**src/rtl/beeb_bus_slave.sv**
```systemverilog
// BBC 1MHz bus responder: FRED register strobes, JIM paging registers and a paged FD window onto a req/ack RAM port.
// Latency: one clk50 after the synchronised clke edge; no backpressure beyond the req/ack hold and the sticky overrun flag.
module beeb_bus_slave #(
  parameter logic [7:0] DEVICE_ID = 8'hC8,
  parameter logic [7:0] REG_BASE  = 8'hA0,
  parameter int unsigned OE_HOLD  = 3
) (
  input  logic        clk50,
  input  logic        rst,
  input  logic        clke,
  input  logic        rnw,
  input  logic        pgfc_n,
  input  logic        pgfd_n,
  input  logic [7:0]  bus_addr,
  input  logic [7:0]  bus_data_in,
  output logic [7:0]  bus_data_out,
  output logic        bus_data_oe,
  output logic        reg_we,
  output logic [3:0]  reg_addr,
  output logic [7:0]  reg_wdata,
  output logic        ram_req,
  output logic        ram_we,
  output logic [18:0] ram_addr,
  output logic [7:0]  ram_wdata,
  input  logic        ram_ack,
  input  logic [7:0]  ram_rdata,
  output logic        overrun
);

  localparam logic [1:0] ST_IDLE    = 2'd0;
  localparam logic [1:0] ST_RD_WAIT = 2'd1;
  localparam logic [1:0] ST_RD_HOLD = 2'd2;
  localparam logic [1:0] ST_WR_WAIT = 2'd3;
  localparam int HW = (OE_HOLD < 2) ? 1 : $clog2(OE_HOLD + 1);

  logic [2:0]  clke_sync_q;
  logic [1:0]  rnw_sync_q, fc_sync_q, fd_sync_q;
  logic [7:0]  addr_s1_q, addr_s2_q, din_s1_q, din_s2_q;

  logic [1:0]  state_q, state_d;
  logic [7:0]  page_ctl_q, page_ctl_d, page_mid_q, page_mid_d;
  logic        jim_en_q, jim_en_d;
  logic        late_q, late_d;
  logic [HW-1:0] hold_cnt_q, hold_cnt_d;
  logic [7:0]  data_out_q, data_out_d;
  logic        oe_q, oe_d;
  logic        reg_we_q, reg_we_d;
  logic [3:0]  reg_addr_q, reg_addr_d;
  logic [7:0]  reg_wdata_q, reg_wdata_d;
  logic        req_q, req_d, we_q, we_d;
  logic [18:0] ram_addr_q, ram_addr_d;
  logic [7:0]  ram_wdata_q, ram_wdata_d;
  logic        overrun_q, overrun_d;

  logic        rise_det, fall_det, rnw_s, fc_sel, fd_sel;
  logic        wr_commit, rd_start, fd_write, ack_take, reg_hit;
  logic [7:0]  reg_off;
  logic [18:0] fd_addr;

  assign rise_det  = clke_sync_q[1] & ~clke_sync_q[2];
  assign fall_det  = ~clke_sync_q[1] & clke_sync_q[2];
  assign rnw_s     = rnw_sync_q[1];
  assign fc_sel    = ~fc_sync_q[1];
  assign fd_sel    = ~fd_sync_q[1];
  assign wr_commit = fall_det & ~rnw_s;
  assign rd_start  = rise_det & rnw_s;
  assign fd_write  = wr_commit & fd_sel & jim_en_q;
  assign ack_take  = req_q & ram_ack;
  assign reg_off   = addr_s2_q - REG_BASE;
  assign reg_hit   = (reg_off[7:4] == 4'd0);
  assign fd_addr   = {1'b0, page_ctl_q[1:0], page_mid_q, addr_s2_q};

  always_comb begin
    state_d     = state_q;
    page_ctl_d  = page_ctl_q;
    page_mid_d  = page_mid_q;
    jim_en_d    = jim_en_q;
    late_d      = late_q;
    hold_cnt_d  = hold_cnt_q;
    data_out_d  = data_out_q;
    oe_d        = oe_q;
    reg_we_d    = 1'b0;
    reg_addr_d  = reg_addr_q;
    reg_wdata_d = reg_wdata_q;
    req_d       = req_q;
    we_d        = we_q;
    ram_addr_d  = ram_addr_q;
    ram_wdata_d = ram_wdata_q;
    overrun_d   = overrun_q;

    // FRED writes are handled regardless of any RAM transfer in flight
    if (wr_commit && fc_sel) begin
      if (addr_s2_q == 8'hFF) begin
        page_ctl_d = din_s2_q;
        jim_en_d   = (din_s2_q[7:2] == DEVICE_ID[7:2]);
      end else if (addr_s2_q == 8'hFE) begin
        page_mid_d = din_s2_q;
      end else if (reg_hit) begin
        reg_we_d    = 1'b1;
        reg_addr_d  = reg_off[3:0];
        reg_wdata_d = din_s2_q;
      end
    end

    if (fd_write && state_q != ST_IDLE) overrun_d = 1'b1;

    case (state_q)
      ST_IDLE: begin
        if (fd_write) begin
          state_d     = ST_WR_WAIT;
          req_d       = 1'b1;
          we_d        = 1'b1;
          ram_addr_d  = fd_addr;
          ram_wdata_d = din_s2_q;
        end else if (rd_start && fc_sel && (addr_s2_q[7:1] == 7'h7F)) begin
          data_out_d = addr_s2_q[0] ? page_ctl_q : page_mid_q;
          oe_d       = 1'b1;
          state_d    = ST_RD_HOLD;
        end else if (rd_start && fd_sel && jim_en_q) begin
          state_d    = ST_RD_WAIT;
          req_d      = 1'b1;
          we_d       = 1'b0;
          ram_addr_d = fd_addr;
          oe_d       = 1'b1;
          late_d     = 1'b0;
        end
      end
      ST_RD_WAIT: begin
        // A read acked after the bus cycle ended is completed but its data discarded
        if (ack_take) begin
          req_d = 1'b0;
          if (late_q) begin
            state_d = ST_IDLE;
          end else begin
            data_out_d = ram_rdata;
            state_d    = ST_RD_HOLD;
          end
        end else if (fall_det) begin
          overrun_d = 1'b1;
          late_d    = 1'b1;
        end
      end
      ST_WR_WAIT: begin
        if (ack_take) begin
          req_d   = 1'b0;
          state_d = ST_IDLE;
        end
      end
      default: ;
    endcase

    if (hold_cnt_q != '0) begin
      hold_cnt_d = hold_cnt_q - 1'b1;
      if (hold_cnt_q == HW'(1)) begin
        oe_d = 1'b0;
        if (state_q == ST_RD_HOLD) state_d = ST_IDLE;
      end
    end else if (fall_det && oe_q) begin
      if (OE_HOLD == 0) begin
        oe_d = 1'b0;
        if (state_q == ST_RD_HOLD) state_d = ST_IDLE;
      end else begin
        hold_cnt_d = HW'(OE_HOLD);
      end
    end
  end

  always_ff @(posedge clk50 or posedge rst) begin
    if (rst) begin
      clke_sync_q <= '0;
      rnw_sync_q  <= '0;
      fc_sync_q   <= '1;
      fd_sync_q   <= '1;
      addr_s1_q   <= '0;
      addr_s2_q   <= '0;
      din_s1_q    <= '0;
      din_s2_q    <= '0;
      state_q     <= ST_IDLE;
      page_ctl_q  <= '0;
      page_mid_q  <= '0;
      jim_en_q    <= 1'b0;
      late_q      <= 1'b0;
      hold_cnt_q  <= '0;
      data_out_q  <= '0;
      oe_q        <= 1'b0;
      reg_we_q    <= 1'b0;
      reg_addr_q  <= '0;
      reg_wdata_q <= '0;
      req_q       <= 1'b0;
      we_q        <= 1'b0;
      ram_addr_q  <= '0;
      ram_wdata_q <= '0;
      overrun_q   <= 1'b0;
    end else begin
      clke_sync_q <= {clke_sync_q[1:0], clke};
      rnw_sync_q  <= {rnw_sync_q[0], rnw};
      fc_sync_q   <= {fc_sync_q[0], pgfc_n};
      fd_sync_q   <= {fd_sync_q[0], pgfd_n};
      addr_s1_q   <= bus_addr;
      addr_s2_q   <= addr_s1_q;
      din_s1_q    <= bus_data_in;
      din_s2_q    <= din_s1_q;
      state_q     <= state_d;
      page_ctl_q  <= page_ctl_d;
      page_mid_q  <= page_mid_d;
      jim_en_q    <= jim_en_d;
      late_q      <= late_d;
      hold_cnt_q  <= hold_cnt_d;
      data_out_q  <= data_out_d;
      oe_q        <= oe_d;
      reg_we_q    <= reg_we_d;
      reg_addr_q  <= reg_addr_d;
      reg_wdata_q <= reg_wdata_d;
      req_q       <= req_d;
      we_q        <= we_d;
      ram_addr_q  <= ram_addr_d;
      ram_wdata_q <= ram_wdata_d;
      overrun_q   <= overrun_d;
    end
  end

  assign bus_data_out = data_out_q;
  assign bus_data_oe  = oe_q;
  assign reg_we       = reg_we_q;
  assign reg_addr     = reg_addr_q;
  assign reg_wdata    = reg_wdata_q;
  assign ram_req      = req_q;
  assign ram_we       = we_q;
  assign ram_addr     = ram_addr_q;
  assign ram_wdata    = ram_wdata_q;
  assign overrun      = overrun_q;

endmodule
```
**config.mk**
```make
export PLATFORM = sky130hd
export DESIGN_NAME = beeb_bus_slave
export DESIGN_NICKNAME = d
export VERILOG_FILES = /design/src/rtl/beeb_bus_slave.sv
export SDC_FILE = /design/constraint.sdc
export NUM_CORES = 1
export LEC_CHECK = 0
export BUFFER_PORTS_ARGS = -buffer_cell sky130_fd_sc_hd__clkbuf_2
export CAP_MARGIN = 25
export CELL_PAD_IN_SITES_DETAIL_PLACEMENT = 0
export CELL_PAD_IN_SITES_GLOBAL_PLACEMENT = 2
export CORE_MARGIN = 5
export CORE_UTILIZATION = 41
export DETAILED_ROUTE_END_ITERATION = 10
export GPL_TIMING_DRIVEN = 0
export PLACE_DENSITY_LB_ADDON = 0.15
export SYNTH_ARGS = -nofsm -noshare
export SYNTH_HDL_FRONTEND = slang
export SYNTH_SLANG_ARGS = --single-unit
```
**constraint.sdc**
```tcl
create_clock -name clk50 -period 13.8 [get_ports clk50]
set_clock_uncertainty 0.15 [all_clocks]
set_input_delay 4.14 -clock clk50 [delete_from_list [all_inputs] [get_ports clk50]]
set_output_delay 4.14 -clock clk50 [all_outputs]
set_load 0.05 [all_outputs]
```
==> report_table.html, run 1 <==
<table>
<tr><th>Metric</th><th>Value</th></tr>
<tr><th colspan="2">Status</th></tr>
<tr><td>Result of the run</td><td>finished clean</td></tr>
<tr><th colspan="2">Synthesis</th></tr>
<tr><td>Total number of yosys warnings</td><td>0</td></tr>
<tr><td>Average cell area after synthesis</td><td>15.2 µm²</td></tr>
<tr><td>Top-area cell type share of the netlist area</td><td>0.650</td></tr>
<tr><td>Library cell with the largest summed area after synthesis</td><td>sky130_fd_sc_hd__dfrtp_1</td></tr>
<tr><td>Gate count after technology mapping</td><td>around 280</td></tr>
<tr><td>Share of synthesized flip-flops with an asynchronous set or reset</td><td>1.00</td></tr>
<tr><td>EDFF count, synth</td><td>0</td></tr>
<tr><td>Number of nets produced by synthesis</td><td>about 310</td></tr>
<tr><td>Top cells by area, synth</td><td>sky130_fd_sc_hd__dfrtp_1, sky130_fd_sc_hd__mux2_2, sky130_fd_sc_hd__dfstp_2</td></tr>
<tr><td>Flip-flop and latch count after synthesis</td><td>around 110</td></tr>
<tr><td>Most used flip-flop cell after synthesis</td><td>sky130_fd_sc_hd__dfrtp_1</td></tr>
<tr><td>Post-synthesis instance area</td><td>between 4000 and 5000 µm²</td></tr>
<tr><td>Sequential area share after synthesis</td><td>0.675</td></tr>
<tr><td>Unique masters post-synth</td><td>37</td></tr>
<tr><th colspan="2">Floorplan</th></tr>
<tr><td>Num rows</td><td>37</td></tr>
<tr><td>Effective utilization at floorplan</td><td>0.416</td></tr>
<tr><td>Die Height</td><td>approximately 110 µm</td></tr>
<tr><td>Die area</td><td>12,500 µm²</td></tr>
<tr><td>Die width</td><td>112 µm</td></tr>
<tr><td>Core area</td><td>~10,000 µm²</td></tr>
<tr><td>Count of boundary I/O pins</td><td>83</td></tr>
<tr><th colspan="2">Cells and area</th></tr>
<tr><td>Most common library cell in the layout ignoring fill and taps</td><td>sky130_fd_sc_hd__dfrtp_1</td></tr>
<tr><td>P&amp;R area growth vs syn</td><td>27.5%</td></tr>
<tr><td>Total Nets Final</td><td>between 400 and 500</td></tr>
<tr><td>N_diodes</td><td>0</td></tr>
<tr><td>Most frequent cells in the layout</td><td>sky130_fd_sc_hd__dfrtp_1, sky130_fd_sc_hd__clkbuf_2, sky130_fd_sc_hd__mux2_2, sky130_fd_sc_hd__nand2_1, sky130_fd_sc_hd__clkbuf_16</td></tr>
<tr><td>Area used by multi-input combinational logic</td><td>about 1300 µm²</td></tr>
<tr><td>Share of final-layout standard cells stronger than drive strength 1</td><td>0.494</td></tr>
<tr><td>Register cell area after layout</td><td>around 2900 µm²</td></tr>
<tr><td>Final-layout fill cell count</td><td>910</td></tr>
<tr><th colspan="2">Power</th></tr>
<tr><td>Largest vdd supply drop</td><td>0.0881 mV</td></tr>
<tr><td>Static Leakage</td><td>roughly 2.8 nW</td></tr>
<tr><td>Power density normalized to cell area</td><td>roughly 150 nW/µm²</td></tr>
<tr><th colspan="2">Detailed routing</th></tr>
<tr><td>Final routed wire length divided by cell count</td><td>15.8 µm</td></tr>
<tr><td>DRC violation count after routing</td><td>0</td></tr>
<tr><td>Final antenna-violating net count</td><td>0</td></tr>
<tr><td>First-pass DRT Iterations</td><td>4</td></tr>
<tr><td>Detailed router's first-iteration violation count</td><td>67</td></tr>
<tr><td>DR vias</td><td>approximately 2.5k</td></tr>
<tr><td>Final routed wirelength across all metal layers</td><td>between 8 and 9 mm</td></tr>
<tr><td>Vias per Instance</td><td>about 4.8</td></tr>
<tr><th colspan="2">Clock network</th></tr>
<tr><td>Number of buffers on the longest clock path</td><td>2</td></tr>
<tr><td>Number of levels in the clock H-tree</td><td>4</td></tr>
<tr><td>Number of setup buffers added after CTS</td><td>0</td></tr>
<tr><td>TritonCTS sink count</td><td>114</td></tr>
<tr><td>Number of gates given a new drive strength after cts</td><td>0</td></tr>
<tr><td>CTS buffer count</td><td>17</td></tr>
<tr><td>Number of hold buffers added after CTS</td><td>0</td></tr>
<tr><td>Clock edge transition at the registers on the reported setup and hold paths</td><td>~50 ps</td></tr>
<tr><td>Buffer type at the clock tree root</td><td>sky130_fd_sc_hd__clkbuf_8</td></tr>
<tr><td>CTS tree</td><td>done</td></tr>
<tr><td>Worst-Skew Late Latency</td><td>about 500 ps</td></tr>
<tr><th colspan="2">Setup path</th></tr>
<tr><td>Required time reported for the critical path endpoint</td><td>between 9000 and 10,000 ps</td></tr>
<tr><td>Buffer and inverter count on the worst path</td><td>1</td></tr>
<tr><td>Biggest cell delay along the critical path</td><td>370 ps</td></tr>
<tr><td>Setup CP Type</td><td>flop to output pin</td></tr>
<tr><td>Sequence of cells on the critical path</td><td>clkbuf_2</td></tr>
<tr><td>Slowest stage cell, crit path</td><td>sky130_fd_sc_hd__dfrtp_1</td></tr>
<tr><td>Largest delay share family, worst path</td><td>flip-flops</td></tr>
<tr><td>Largest fanout on the critical path</td><td>3</td></tr>
<tr><td>Critical path arrival</td><td>1160 ps</td></tr>
<tr><td>Critical Path Source Type</td><td>flop</td></tr>
<tr><td>CP Capture Type</td><td>output pin</td></tr>
<tr><th colspan="2">STA</th></tr>
<tr><td>Setup repair after global routing missed its margin</td><td>no</td></tr>
<tr><td>Slew @ Worst Pin</td><td>817 ps</td></tr>
<tr><td>Final Cycle Share</td><td>0.395</td></tr>
<tr><td>Fin Setup TNS</td><td>0 ps</td></tr>
<tr><td>Fin. Hold Viols</td><td>0</td></tr>
<tr><td>Minimum clock period after layout</td><td>between 5000 and 6000 ps</td></tr>
<tr><td>Fin. max-slew vios</td><td>0</td></tr>
<tr><td>Maximum frequency from static timing analysis</td><td>between 0.15 and 0.2 GHz</td></tr>
<tr><td>Max transition margin</td><td>0.455</td></tr>
<tr><td>Setup violation total in the final timing report</td><td>0</td></tr>
<tr><td>Worst hold slack after final layout</td><td>between 150 and 200 ps</td></tr>
<tr><th colspan="2">Worst hold path</th></tr>
<tr><td>Worst Hold Class</td><td>flop to flop</td></tr>
<tr><th colspan="2">Global routing</th></tr>
<tr><td>Global-route wire length before repair</td><td>14.3 mm</td></tr>
<tr><td>All-layer global routing usage</td><td>0.147</td></tr>
<tr><td>Initial antenna violation count</td><td>0</td></tr>
<tr><td>Vias in the first global route</td><td>between 2k and 3k</td></tr>
<tr><td>Overflow left after global routing</td><td>0</td></tr>
<tr><td>Maximum number of pins on one net before global-route repair</td><td>slightly above 70</td></tr>
<tr><th colspan="2">Job</th></tr>
<tr><td>Number of max-cap violations</td><td>0</td></tr>
<tr><th colspan="2">Placed design</th></tr>
<tr><td>HPWL after detailed placement</td><td>between 5 and 6 mm</td></tr>
<tr><td>Count of input and output buffers</td><td>81</td></tr>
<tr><td>Final Wtd Congestion</td><td>a little under 0.7</td></tr>
</table>
-- final timing paths --
kind,from,end,slack (ps),cells after the start
hold / removal,addr_s1_q[4],addr_s2_q[4],190,0
max in group asynchronous,rst,fc_sync_q[1],9180,3
setup / recovery,bus_data_oe,bus_data_oe,8350,1
setup reg to reg,clke_sync_q[1],page_mid_q[7],11650,4
hold reg to reg,addr_s1_q[4],addr_s2_q[4],190,0
min in group asynchronous,rst,din_s1_q[7],3540,2
-- registers in the layout, indices dropped and copies added (netlist names), 2 cells and up --
name          cells
page_mid_q        8
fd_sync_q         2
addr_s1_q         8
din_s1_q          8
ram_addr         18
reg_wdata         8
bus_data_out      8
clke_sync_q       3
reg_addr          4
hold_cnt_q        2
rnw_sync_q        2
state_q           2
fc_sync_q         2
ram_wdata         8
addr_s2_q         8
page_ctl_q        8
din_s2_q          8
-- logic make-up after synthesis --
logic type,synth area share
and+or+nand+nor,0.0674
AOI/OAI and AO/OA,0.0325
other,0.000885
adders and majority gates,0.0118
xor gates and xnor gates,0.00207
DFF,0.675
buffers and inverters,0.0168
muxes,0.194
-- cell type report --
type                    count  share of cell area
flip-flops and latches    114               0.529
clock inverters            11              0.0209
well taps                 136              0.0315
plain buffers               9             0.00904
inverters                   6             0.00463
repair buffers             82              0.0802
multi-input cells         149               0.242
clock buffers              20              0.0825
-- synthesized netlist by cell type, drive strengths merged (4+ instances only) --
master and number:
buf 7, dfrtp 110, dfstp 4, ha 4
inv 6, mux2 64, mux2i 10, nand2 18
nor2 5, nor2b 4, nor3 6, o21ai 11
-- routing by layer --
| metal | GRT usage | vias up | wire length (µm) | part of all wire |
|---|---|---|---|---|
| met5 | 0 | - | 0 | 0 |
| met4 | 0.0487 | 0 | 89 | 0.011 |
| met3 | 0.0652 | 9 | 502 | 0.060 |
| met2 | 0.214 | 67 | 3770 | 0.45 |
| met1 | 0.196 | 1279 | 3940 | 0.47 |
| li1 | - | 1167 | - | - |
-- per-stage QoR --
stage	cell area [µm²]	power, mW	setup slack, ps	std cells	utilization
final	5400	0.794	8350	527	0.530
after global routing	5400	0.827	8290	527	0.530
after CTS	5400	0.805	8310	527	0.530
after detailed placement	4840	0.395	8180	496	0.475
after global placement	4810	0.393	5250	495	0.472
after floorplan	4240	0.380	6500	278	-
-- where the power goes --
part	switching, mW	internal [mW]
Combinational	0.0255	0.0113
Clock	0.143	0.263
Sequential	0.00637	0.345
Note: power is estimated with default switching activity, not from simulation.
==> run 2: changes to the inputs <==
--- a/config.mk
+++ b/config.mk
@@ -5,12 +5,13 @@
 export SDC_FILE = /design/constraint.sdc
 export NUM_CORES = 1
 export LEC_CHECK = 0
+export ABC_AREA = 1
 export BUFFER_PORTS_ARGS = -buffer_cell sky130_fd_sc_hd__clkbuf_2
 export CAP_MARGIN = 25
 export CELL_PAD_IN_SITES_DETAIL_PLACEMENT = 0
 export CELL_PAD_IN_SITES_GLOBAL_PLACEMENT = 2
 export CORE_MARGIN = 5
-export CORE_UTILIZATION = 41
+export CORE_UTILIZATION = 34
 export DETAILED_ROUTE_END_ITERATION = 10
 export GPL_TIMING_DRIVEN = 0
 export PLACE_DENSITY_LB_ADDON = 0.15
==> constraint.sdc (replaced) <==
create_clock -name clk50 -period 5.5 [get_ports clk50]
set_clock_uncertainty 0.15 [all_clocks]
set_input_delay 1.65 -clock clk50 [delete_from_list [all_inputs] [get_ports clk50]]
set_output_delay 1.65 -clock clk50 [all_outputs]
set_load 0.05 [all_outputs]
==> report_table.html, run 2 <==
<table>
<tr><th>Metric</th><th>Value</th></tr>
<tr><th colspan="2">Status</th></tr>
<tr><td>Result of the run</td><td>finished clean (unchanged)</td></tr>
<tr><th colspan="2">Synthesis</th></tr>
<tr><td>Most numerous cell types in the synthesized netlist</td><td>sky130_fd_sc_hd__nand2_1, sky130_fd_sc_hd__dfrtp_1, sky130_fd_sc_hd__inv_1, sky130_fd_sc_hd__nand4_1, sky130_fd_sc_hd__o21ai_0 (was sky130_fd_sc_hd__dfrtp_1, sky130_fd_sc_hd__mux2_2, sky130_fd_sc_hd__nand2_1, sky130_fd_sc_hd__o21ai_0, sky130_fd_sc_hd__mux2i_1)</td></tr>
<tr><td>Compound-cell area share of the yosys netlist</td><td>0.0489 (was 0.0325)</td></tr>
<tr><td>Flip-flop and latch count after synthesis</td><td>114 (unchanged)</td></tr>
<tr><td>Library cell with the largest summed area after synthesis</td><td>sky130_fd_sc_hd__dfrtp_1 (unchanged)</td></tr>
<tr><td>Average cell area after synthesis</td><td>10.1 µm² (was 15.2 µm²)</td></tr>
<tr><td>Main combinational cell family by area after synthesis</td><td>simple AND/OR/NAND/NOR gates (was multiplexers)</td></tr>
<tr><td>Top-area cell type share of the netlist area</td><td>0.622 (was 0.650)</td></tr>
<tr><td>Top cells by area, synth</td><td>sky130_fd_sc_hd__dfrtp_1, sky130_fd_sc_hd__nand2_1, sky130_fd_sc_hd__nand4_1 (was sky130_fd_sc_hd__dfrtp_1, sky130_fd_sc_hd__mux2_2, sky130_fd_sc_hd__dfstp_2)</td></tr>
<tr><td>Simple logic cell fraction of the synthesized area</td><td>0.240 (was 0.0674)</td></tr>
<tr><td>Multiplexer area fraction after synthesis</td><td>0 (was 0.194)</td></tr>
<tr><td>Total number of yosys warnings</td><td>0 (unchanged)</td></tr>
<tr><td>Post-synthesis instance area</td><td>4420 µm² (was 4240 µm²)</td></tr>
<tr><td>Most used flip-flop cell after synthesis</td><td>sky130_fd_sc_hd__dfrtp_1 (unchanged)</td></tr>
<tr><td>Share of synthesized flip-flops with an asynchronous set or reset</td><td>1.00 (unchanged)</td></tr>
<tr><td>Number of nets produced by synthesis</td><td>473 (was 313)</td></tr>
<tr><td>Gate count after technology mapping</td><td>438 (was 278)</td></tr>
<tr><td>Sequential area share after synthesis</td><td>0.646 (was 0.675)</td></tr>
<tr><td>Post-synthesis adder-cell area fraction</td><td>0.0113 (was 0.0118)</td></tr>
<tr><td>Unique masters post-synth</td><td>30 (was 37)</td></tr>
<tr><td>Most frequently used cell type in the post-synthesis netlist</td><td>sky130_fd_sc_hd__nand2_1 (was sky130_fd_sc_hd__dfrtp_1)</td></tr>
<tr><td>Post-Synth XOR/XNOR Area</td><td>0.00198 (was 0.00207)</td></tr>
<tr><td>EDFF count, synth</td><td>0 (unchanged)</td></tr>
<tr><th colspan="2">Global routing</th></tr>
<tr><td>Global-route wire length before repair</td><td>16.7 mm (was 14.3 mm)</td></tr>
<tr><td>Initial antenna violation count</td><td>0 (unchanged)</td></tr>
<tr><td>All-layer global routing usage</td><td>0.145 (was 0.147)</td></tr>
<tr><td>Vias in the first global route</td><td>3,258 (was 2,815)</td></tr>
<tr><td>Maximum number of pins on one net before global-route repair</td><td>62 (was 72)</td></tr>
<tr><td>Overflow left after global routing</td><td>0 (unchanged)</td></tr>
<tr><th colspan="2">Floorplan</th></tr>
<tr><td>Num rows</td><td>41 (was 37)</td></tr>
<tr><td>Die area</td><td>15,400 µm² (was 12,500 µm²)</td></tr>
<tr><td>Count of boundary I/O pins</td><td>83 (unchanged)</td></tr>
<tr><td>Effective utilization at floorplan</td><td>0.349 (was 0.416)</td></tr>
<tr><td>Die Height</td><td>124 µm (was 112 µm)</td></tr>
<tr><td>Core area</td><td>12,700 µm² (was 10,200 µm²)</td></tr>
<tr><td>Die width</td><td>124 µm (was 112 µm)</td></tr>
<tr><th colspan="2">Cells and area</th></tr>
<tr><td>Final-layout fill cell count</td><td>1,244 (was 910)</td></tr>
<tr><td>N_diodes</td><td>0 (unchanged)</td></tr>
<tr><td>Most common library cell in the layout ignoring fill and taps</td><td>sky130_fd_sc_hd__nand2_1 (was sky130_fd_sc_hd__dfrtp_1)</td></tr>
<tr><td>Final Instance Count excl. Fillers</td><td>723 (was 527)</td></tr>
<tr><td>Total Nets Final</td><td>574 (was 414)</td></tr>
<tr><td>Share of final-layout standard cells stronger than drive strength 1</td><td>0.281 (was 0.494)</td></tr>
<tr><td>P&amp;R area growth vs syn</td><td>29.4% (was 27.5%)</td></tr>
<tr><td>Final instance area</td><td>5730 µm² (was 5400 µm²)</td></tr>
<tr><td>Most frequent cells in the layout</td><td>sky130_fd_sc_hd__nand2_1, sky130_fd_sc_hd__dfrtp_1, sky130_fd_sc_hd__clkbuf_2, sky130_fd_sc_hd__inv_1, sky130_fd_sc_hd__nand4_1 (was sky130_fd_sc_hd__dfrtp_1, sky130_fd_sc_hd__clkbuf_2, sky130_fd_sc_hd__mux2_2, sky130_fd_sc_hd__nand2_1, sky130_fd_sc_hd__clkbuf_16)</td></tr>
<tr><td>Number of flip-flops under the largest register name</td><td>18 (unchanged)</td></tr>
<tr><th colspan="2">Setup path</th></tr>
<tr><td>Buffer and inverter count on the worst path</td><td>1 (unchanged)</td></tr>
<tr><td>Biggest cell delay along the critical path</td><td>370 ps (about the same)</td></tr>
<tr><td>Required time reported for the critical path endpoint</td><td>3700 ps (was 9510 ps)</td></tr>
<tr><td>Slowest stage cell, crit path</td><td>sky130_fd_sc_hd__dfrtp_1 (unchanged)</td></tr>
<tr><td>Largest fanout on the critical path</td><td>2 (was 3)</td></tr>
<tr><td>Largest delay share family, worst path</td><td>flip-flops (unchanged)</td></tr>
<tr><td>Critical path arrival</td><td>1080 ps (was 1160 ps)</td></tr>
<tr><td>Setup CP Type</td><td>flop to output pin (unchanged)</td></tr>
<tr><td>Sequence of cells on the critical path</td><td>clkbuf_2 (unchanged)</td></tr>
<tr><td>Critical Path Source Type</td><td>flop (unchanged)</td></tr>
<tr><td>CP Capture Type</td><td>output pin (unchanged)</td></tr>
<tr><th colspan="2">Detailed routing</th></tr>
<tr><td>Final routed wire length divided by cell count</td><td>14.0 µm (was 15.8 µm)</td></tr>
<tr><td>First-pass DRT Iterations</td><td>4 (unchanged)</td></tr>
<tr><td>Vias per Instance</td><td>4.42 (was 4.79)</td></tr>
<tr><td>Detailed router's first-iteration violation count</td><td>165 (was 67)</td></tr>
<tr><td>DR vias</td><td>3,193 (was 2,522)</td></tr>
<tr><td>Final routed wirelength across all metal layers</td><td>10.1 mm (was 8.30 mm)</td></tr>
<tr><td>Final antenna-violating net count</td><td>0 (unchanged)</td></tr>
<tr><td>DRC violation count after routing</td><td>0 (unchanged)</td></tr>
<tr><th colspan="2">Clock network</th></tr>
<tr><td>Clock edge transition at the registers on the reported setup and hold paths</td><td>50 ps (about the same)</td></tr>
<tr><td>Number of gates given a new drive strength after cts</td><td>0 (unchanged)</td></tr>
<tr><td>Worst-Skew Late Latency</td><td>410 ps (was 500 ps)</td></tr>
<tr><td>Number of setup buffers added after CTS</td><td>0 (unchanged)</td></tr>
<tr><td>CTS tree</td><td>done (unchanged)</td></tr>
<tr><td>Number of levels in the clock H-tree</td><td>4 (unchanged)</td></tr>
<tr><td>TritonCTS sink count</td><td>114 (unchanged)</td></tr>
<tr><td>Number of buffers on the longest clock path</td><td>2 (unchanged)</td></tr>
<tr><td>Buffer type at the clock tree root</td><td>sky130_fd_sc_hd__clkbuf_16 (was sky130_fd_sc_hd__clkbuf_8)</td></tr>
<tr><td>CTS buffer count</td><td>17 (unchanged)</td></tr>
<tr><td>Number of hold buffers added after CTS</td><td>0 (unchanged)</td></tr>
<tr><th colspan="2">Power</th></tr>
<tr><td>Int Power</td><td>1.82 mW (was 0.619 mW)</td></tr>
<tr><td>Final Power</td><td>2.47 mW (was 0.794 mW)</td></tr>
<tr><td>Share of power burned in registers</td><td>0.379 (was 0.443)</td></tr>
<tr><td>Power density normalized to cell area</td><td>432 nW/µm² (was 147 nW/µm²)</td></tr>
<tr><td>Sw Ratio</td><td>0.265 (was 0.220)</td></tr>
<tr><td>Power share of the combinational group</td><td>0.136 (was 0.046)</td></tr>
<tr><td>Switching Power</td><td>0.655 mW (was 0.174 mW)</td></tr>
<tr><td>Share of total power in the clock network</td><td>0.485 (was 0.511)</td></tr>
<tr><td>Largest vdd supply drop</td><td>0.233 mV (was 0.0881 mV)</td></tr>
<tr><td>Static Leakage</td><td>2.99 nW (was 2.76 nW)</td></tr>
<tr><th colspan="2">Placed design</th></tr>
<tr><td>Pre-CTS setup slack</td><td>2760 ps (was 8180 ps)</td></tr>
<tr><td>Count of input and output buffers</td><td>81 (unchanged)</td></tr>
<tr><td>Total cell area at the placement stage</td><td>5070 µm² (was 4840 µm²)</td></tr>
<tr><td>Final Wtd Congestion</td><td>0.719 (was 0.689)</td></tr>
<tr><td>HPWL after detailed placement</td><td>7.35 mm (was 5.74 mm)</td></tr>
<tr><td>Placed instance count</td><td>692 (was 496)</td></tr>
<tr><th colspan="2">STA</th></tr>
<tr><td>Minimum clock period after layout</td><td>between 2000 and 3000 ps</td></tr>
<tr><td>Slew @ Worst Pin</td><td>693 ps (was 817 ps)</td></tr>
<tr><td>Max transition margin</td><td>0.538 (was 0.455)</td></tr>
<tr><td>Setup violation total in the final timing report</td><td>0 (unchanged)</td></tr>
<tr><td>Fin. max-slew vios</td><td>0 (unchanged)</td></tr>
<tr><td>Fin. Hold Viols</td><td>0 (unchanged)</td></tr>
<tr><td>Fin Setup TNS</td><td>0 ps (unchanged)</td></tr>
<tr><td>Setup repair after global routing missed its margin</td><td>no (unchanged)</td></tr>
<tr><td>Maximum frequency from static timing analysis</td><td>roughly 0.35 GHz</td></tr>
<tr><td>Final Cycle Share</td><td>0.524</td></tr>
<tr><td>Worst setup margin</td><td>2620 ps (was 8350 ps)</td></tr>
<tr><th colspan="2">Worst hold path</th></tr>
<tr><td>Worst Hold Class</td><td>flop to flop (unchanged)</td></tr>
<tr><th colspan="2">Job</th></tr>
<tr><td>Number of max-cap violations</td><td>0 (unchanged)</td></tr>
</table>
run 2: final timing paths:
path / from / endpoint / slack, ps / cells past startpoint
worst max register to register: addr_s2_q[5] / reg_wdata[1] / 3600 / 7
worst min register to register: din_s1_q[2] / din_s2_q[2] / 200 / 0
worst max-delay path: reg_wdata[4] / reg_wdata[4] / 2620 / 1
worst min-delay path: din_s1_q[2] / din_s2_q[2] / 200 / 0
min in group asynchronous: rst / addr_s1_q[2] / 1180 / 2
max in group asynchronous: rst / fd_sync_q[0] / 3270 / 3
run 2: cells by family (layout without fill, tap and decap cells):
group | after synthesis | count (layout)
simple gates | 224 | 224
flops | 114 | 114
buf+inv | 52 | 165
compound gates | 42 | 42
fa+ha+maj | 4 | 4
other cells | 1 | 1
xor+xnor | 1 | 1
run 2: final cells by class:
type                       instances  area, µm²  area share
buffer                            15       88.8      0.0155
clock buffer                      21        470      0.0822
clock inverter                    10        180      0.0315
inverter                          37        141      0.0247
multi-input combinational        272       1340       0.234
sequential                       114       2860       0.499
tap                              172        215      0.0376
timing repair buffer              82        433      0.0756
run 2: power groups by stage:
stage	Combinational (mW)	Clock [mW]	Sequential (mW)
floorplan	0.148	0	1.05
global placement	0.334	0	0.951
detailed placement	0.341	0	0.952
CTS	0.342	1.23	0.939
global route	0.378	1.27	0.947
finish	0.335	1.20	0.938
run 2: layer usage:
metal,track usage,routed length [µm],vias to the layer above
met5,0,0,-
met4,0.0671,192,0
met3,0.0495,547,13
met2,0.203,4270,83
met1,0.201,5130,1476
li1,-,-,1621
run 2: metrics by stage:
stage,util,hold slack (ps)
finish,0.452,195
floorplan,-,181
global placement,0.398,182
global route,0.452,200
CTS,0.452,197
detailed placement,0.401,185
==> run 3: changes to the inputs <==
--- a/config.mk
+++ b/config.mk
@@ -11,7 +11,7 @@
 export CELL_PAD_IN_SITES_DETAIL_PLACEMENT = 0
 export CELL_PAD_IN_SITES_GLOBAL_PLACEMENT = 2
 export CORE_MARGIN = 5
-export CORE_UTILIZATION = 34
+export CORE_UTILIZATION = 31
 export DETAILED_ROUTE_END_ITERATION = 10
 export GPL_TIMING_DRIVEN = 0
 export PLACE_DENSITY_LB_ADDON = 0.15
==> constraint.sdc (replaced) <==
create_clock -name clk50 -period 2.5 [get_ports clk50]
set_clock_uncertainty 0.15 [all_clocks]
set_input_delay 0.75 -clock clk50 [delete_from_list [all_inputs] [get_ports clk50]]
set_output_delay 0.75 -clock clk50 [all_outputs]
set_load 0.05 [all_outputs]
==> report_table.html, run 3 (synthesized netlist as in run 2, its figures left out) <==
<table>
<tr><th>Metric</th><th>Value</th></tr>
<tr><th colspan="2">Power</th></tr>
<tr><td>Power density normalized to cell area</td><td>960 nW/µm² (was 432 nW/µm²)</td></tr>
<tr><td>Largest vdd supply drop</td><td>0.569 mV (was 0.233 mV)</td></tr>
<tr><td>Static Leakage</td><td>3.01 nW (was 2.99 nW)</td></tr>
<tr><th colspan="2">Detailed routing</th></tr>
<tr><td>Vias per Instance</td><td>4.48 (was 4.42)</td></tr>
<tr><td>Final antenna-violating net count</td><td>0 (unchanged)</td></tr>
<tr><td>Detailed router's first-iteration violation count</td><td>136 (was 165)</td></tr>
<tr><td>DRC violation count after routing</td><td>0 (unchanged)</td></tr>
<tr><td>Final routed wirelength across all metal layers</td><td>10.6 mm (was 10.1 mm)</td></tr>
<tr><td>DR vias</td><td>3,284 (was 3,193)</td></tr>
<tr><td>First-pass DRT Iterations</td><td>4 (unchanged)</td></tr>
<tr><td>Final routed wire length divided by cell count</td><td>14.5 µm (was 14.0 µm)</td></tr>
<tr><th colspan="2">Cells and area</th></tr>
<tr><td>Number of flip-flops under the largest register name</td><td>18 (unchanged)</td></tr>
<tr><td>N_diodes</td><td>0 (unchanged)</td></tr>
<tr><td>Post-layout utilization of the core</td><td>0.416 (was 0.452)</td></tr>
<tr><td>Final instance area</td><td>5800 µm² (was 5730 µm²)</td></tr>
<tr><td>P&amp;R area growth vs syn</td><td>31.1% (was 29.4%)</td></tr>
<tr><td>Share of final-layout standard cells stronger than drive strength 1</td><td>0.282 (was 0.281)</td></tr>
<tr><td>Final-layout fill cell count</td><td>1,389 (was 1,244)</td></tr>
<tr><td>Final Instance Count excl. Fillers</td><td>733 (was 723)</td></tr>
<tr><td>Total Nets Final</td><td>576 (was 574)</td></tr>
<tr><td>Most common library cell in the layout ignoring fill and taps</td><td>sky130_fd_sc_hd__nand2_1 (unchanged)</td></tr>
<tr><td>Most frequent cells in the layout</td><td>sky130_fd_sc_hd__nand2_1, sky130_fd_sc_hd__dfrtp_1, sky130_fd_sc_hd__clkbuf_2, sky130_fd_sc_hd__inv_1, sky130_fd_sc_hd__nand4_1 (unchanged)</td></tr>
<tr><th colspan="2">Clock network</th></tr>
<tr><td>Worst-Skew Late Latency</td><td>410 ps (about the same)</td></tr>
<tr><td>Number of gates given a new drive strength after cts</td><td>0 (unchanged)</td></tr>
<tr><td>Number of setup buffers added after CTS</td><td>0 (unchanged)</td></tr>
<tr><td>Number of levels in the clock H-tree</td><td>4 (unchanged)</td></tr>
<tr><td>Number of buffers on the longest clock path</td><td>2 (unchanged)</td></tr>
<tr><td>TritonCTS sink count</td><td>114 (unchanged)</td></tr>
<tr><td>CTS buffer count</td><td>17 (unchanged)</td></tr>
<tr><td>Buffer type at the clock tree root</td><td>sky130_fd_sc_hd__clkbuf_16 (unchanged)</td></tr>
<tr><td>Number of hold buffers added after CTS</td><td>0 (unchanged)</td></tr>
<tr><td>CTS tree</td><td>done (unchanged)</td></tr>
<tr><td>Clock edge transition at the registers on the reported setup and hold paths</td><td>50 ps (about the same)</td></tr>
<tr><th colspan="2">Floorplan</th></tr>
<tr><td>Num rows</td><td>43 (was 41)</td></tr>
<tr><td>Effective utilization at floorplan</td><td>0.318 (was 0.349)</td></tr>
<tr><td>Die width</td><td>129 µm (was 124 µm)</td></tr>
<tr><td>Die area</td><td>16,800 µm² (was 15,400 µm²)</td></tr>
<tr><td>Core area</td><td>13,900 µm² (was 12,700 µm²)</td></tr>
<tr><td>Die Height</td><td>129 µm (was 124 µm)</td></tr>
<tr><td>Count of boundary I/O pins</td><td>83 (unchanged)</td></tr>
<tr><th colspan="2">Setup path</th></tr>
<tr><td>CP Capture Type</td><td>output pin (unchanged)</td></tr>
<tr><td>Critical path arrival</td><td>1080 ps (about the same)</td></tr>
<tr><td>Required time reported for the critical path endpoint</td><td>1600 ps (was 3700 ps)</td></tr>
<tr><td>Largest fanout on the critical path</td><td>2 (unchanged)</td></tr>
<tr><td>Critical Path Source Type</td><td>flop (unchanged)</td></tr>
<tr><td>R2R Setup Slk</td><td>610 ps (was 3600 ps)</td></tr>
<tr><td>Biggest cell delay along the critical path</td><td>380 ps (was 370 ps)</td></tr>
<tr><td>Slowest stage cell, crit path</td><td>sky130_fd_sc_hd__dfrtp_1 (unchanged)</td></tr>
<tr><td>Buffer and inverter count on the worst path</td><td>1 (unchanged)</td></tr>
<tr><td>Sequence of cells on the critical path</td><td>clkbuf_2 (unchanged)</td></tr>
<tr><td>Largest delay share family, worst path</td><td>flip-flops (unchanged)</td></tr>
<tr><td>Setup CP Type</td><td>flop to output pin (unchanged)</td></tr>
<tr><th colspan="2">STA</th></tr>
<tr><td>Setup violation total in the final timing report</td><td>0 (unchanged)</td></tr>
<tr><td>Worst setup margin</td><td>521 ps (was 2620 ps)</td></tr>
<tr><td>Minimum clock period after layout</td><td>1980 ps</td></tr>
<tr><td>Maximum frequency from static timing analysis</td><td>a little over 0.5 GHz</td></tr>
<tr><td>Slew @ Worst Pin</td><td>668 ps (was 693 ps)</td></tr>
<tr><td>Final Cycle Share</td><td>0.792</td></tr>
<tr><td>Max transition margin</td><td>0.554 (was 0.538)</td></tr>
<tr><td>Worst hold slack after final layout</td><td>195 ps (about the same)</td></tr>
<tr><td>Fin. max-slew vios</td><td>0 (unchanged)</td></tr>
<tr><td>Setup repair after global routing missed its margin</td><td>no (unchanged)</td></tr>
<tr><td>Fin. Hold Viols</td><td>0 (unchanged)</td></tr>
<tr><th colspan="2">Global routing</th></tr>
<tr><td>Vias in the first global route</td><td>3,439 (was 3,258)</td></tr>
<tr><td>Maximum number of pins on one net before global-route repair</td><td>43 (was 62)</td></tr>
<tr><td>All-layer global routing usage</td><td>0.138 (was 0.145)</td></tr>
<tr><td>Initial antenna violation count</td><td>0 (unchanged)</td></tr>
<tr><td>Global-route wire length before repair</td><td>17.7 mm (was 16.7 mm)</td></tr>
<tr><td>Overflow left after global routing</td><td>0 (unchanged)</td></tr>
<tr><th colspan="2">Placed design</th></tr>
<tr><td>Final Wtd Congestion</td><td>0.720 (was 0.719)</td></tr>
<tr><td>Total cell area at the placement stage</td><td>5130 µm² (was 5070 µm²)</td></tr>
<tr><td>HPWL after detailed placement</td><td>7.86 mm (was 7.35 mm)</td></tr>
<tr><td>Count of input and output buffers</td><td>81 (unchanged)</td></tr>
<tr><td>Placed instance count</td><td>702 (was 692)</td></tr>
<tr><td>Pre-CTS setup slack</td><td>608 ps (was 2760 ps)</td></tr>
<tr><th colspan="2">Job</th></tr>
<tr><td>Number of max-cap violations</td><td>0 (unchanged)</td></tr>
<tr><th colspan="2">Worst hold path</th></tr>
<tr><td>Worst Hold Class</td><td>flop to flop (unchanged)</td></tr>
<tr><th colspan="2">Status</th></tr>
<tr><td>Result of the run</td><td>finished clean (unchanged)</td></tr>
</table>
==> run 3: cell count changes in the layout (fill, tap and decap cells not counted), sizes merged <==
cell and change:
inv -1, buf +2, bufinv +1, clkbuf +1
clkinv -1
==> run 3: area by class of cell <==
type | count | area [µm²] | share of cell area
flip-flops and latches | 114 | 2860 | 0.493
multi-input cells | 272 | 1340 | 0.231
clock buffers | 22 | 474 | 0.0817
repair buffers | 84 | 473 | 0.0815
well taps | 180 | 225 | 0.0388
clock inverters | 9 | 201 | 0.0347
inverters | 37 | 143 | 0.0246
plain buffers | 15 | 88.8 | 0.0153
==> run 3: power by group <==
part           switching [mW]  total [mW]  internal [mW]
Combinational           0.563       0.752          0.189
Clock                   0.812        2.75           1.94
Sequential             0.0817        2.06           1.98
==> run 3: per-layer routing <==
layer | global-route usage | part of all wire
met1 | 0.185 | 0.48
met2 | 0.208 | 0.45
met3 | 0.0449 | 0.058
met4 | 0.0550 | 0.017
met5 | 0 | 0
==> run 3: path summary, 6_finish.rpt <==
path / start / endpoint / cells past startpoint
setup / recovery: ram_addr[12] / ram_addr[12] / 1
hold / removal: addr_s1_q[5] / addr_s2_q[5] / 0
setup reg to reg: addr_s2_q[5] / reg_wdata[5] / 7
hold reg to reg: addr_s1_q[5] / addr_s2_q[5] / 0
max in group asynchronous: rst / bus_data_out[3] / 4
min in group asynchronous: rst / reg_wdata[1] / 2
==> run 3: through the flow <==
step / total power [mW] / setup TNS [ps]
floorplan: 2.64 / 0
global placement: 2.83 / -57280
detailed placement: 2.86 / 0
CTS: 5.65 / 0
global route: 5.82 / 0
finish: 5.57 / 0
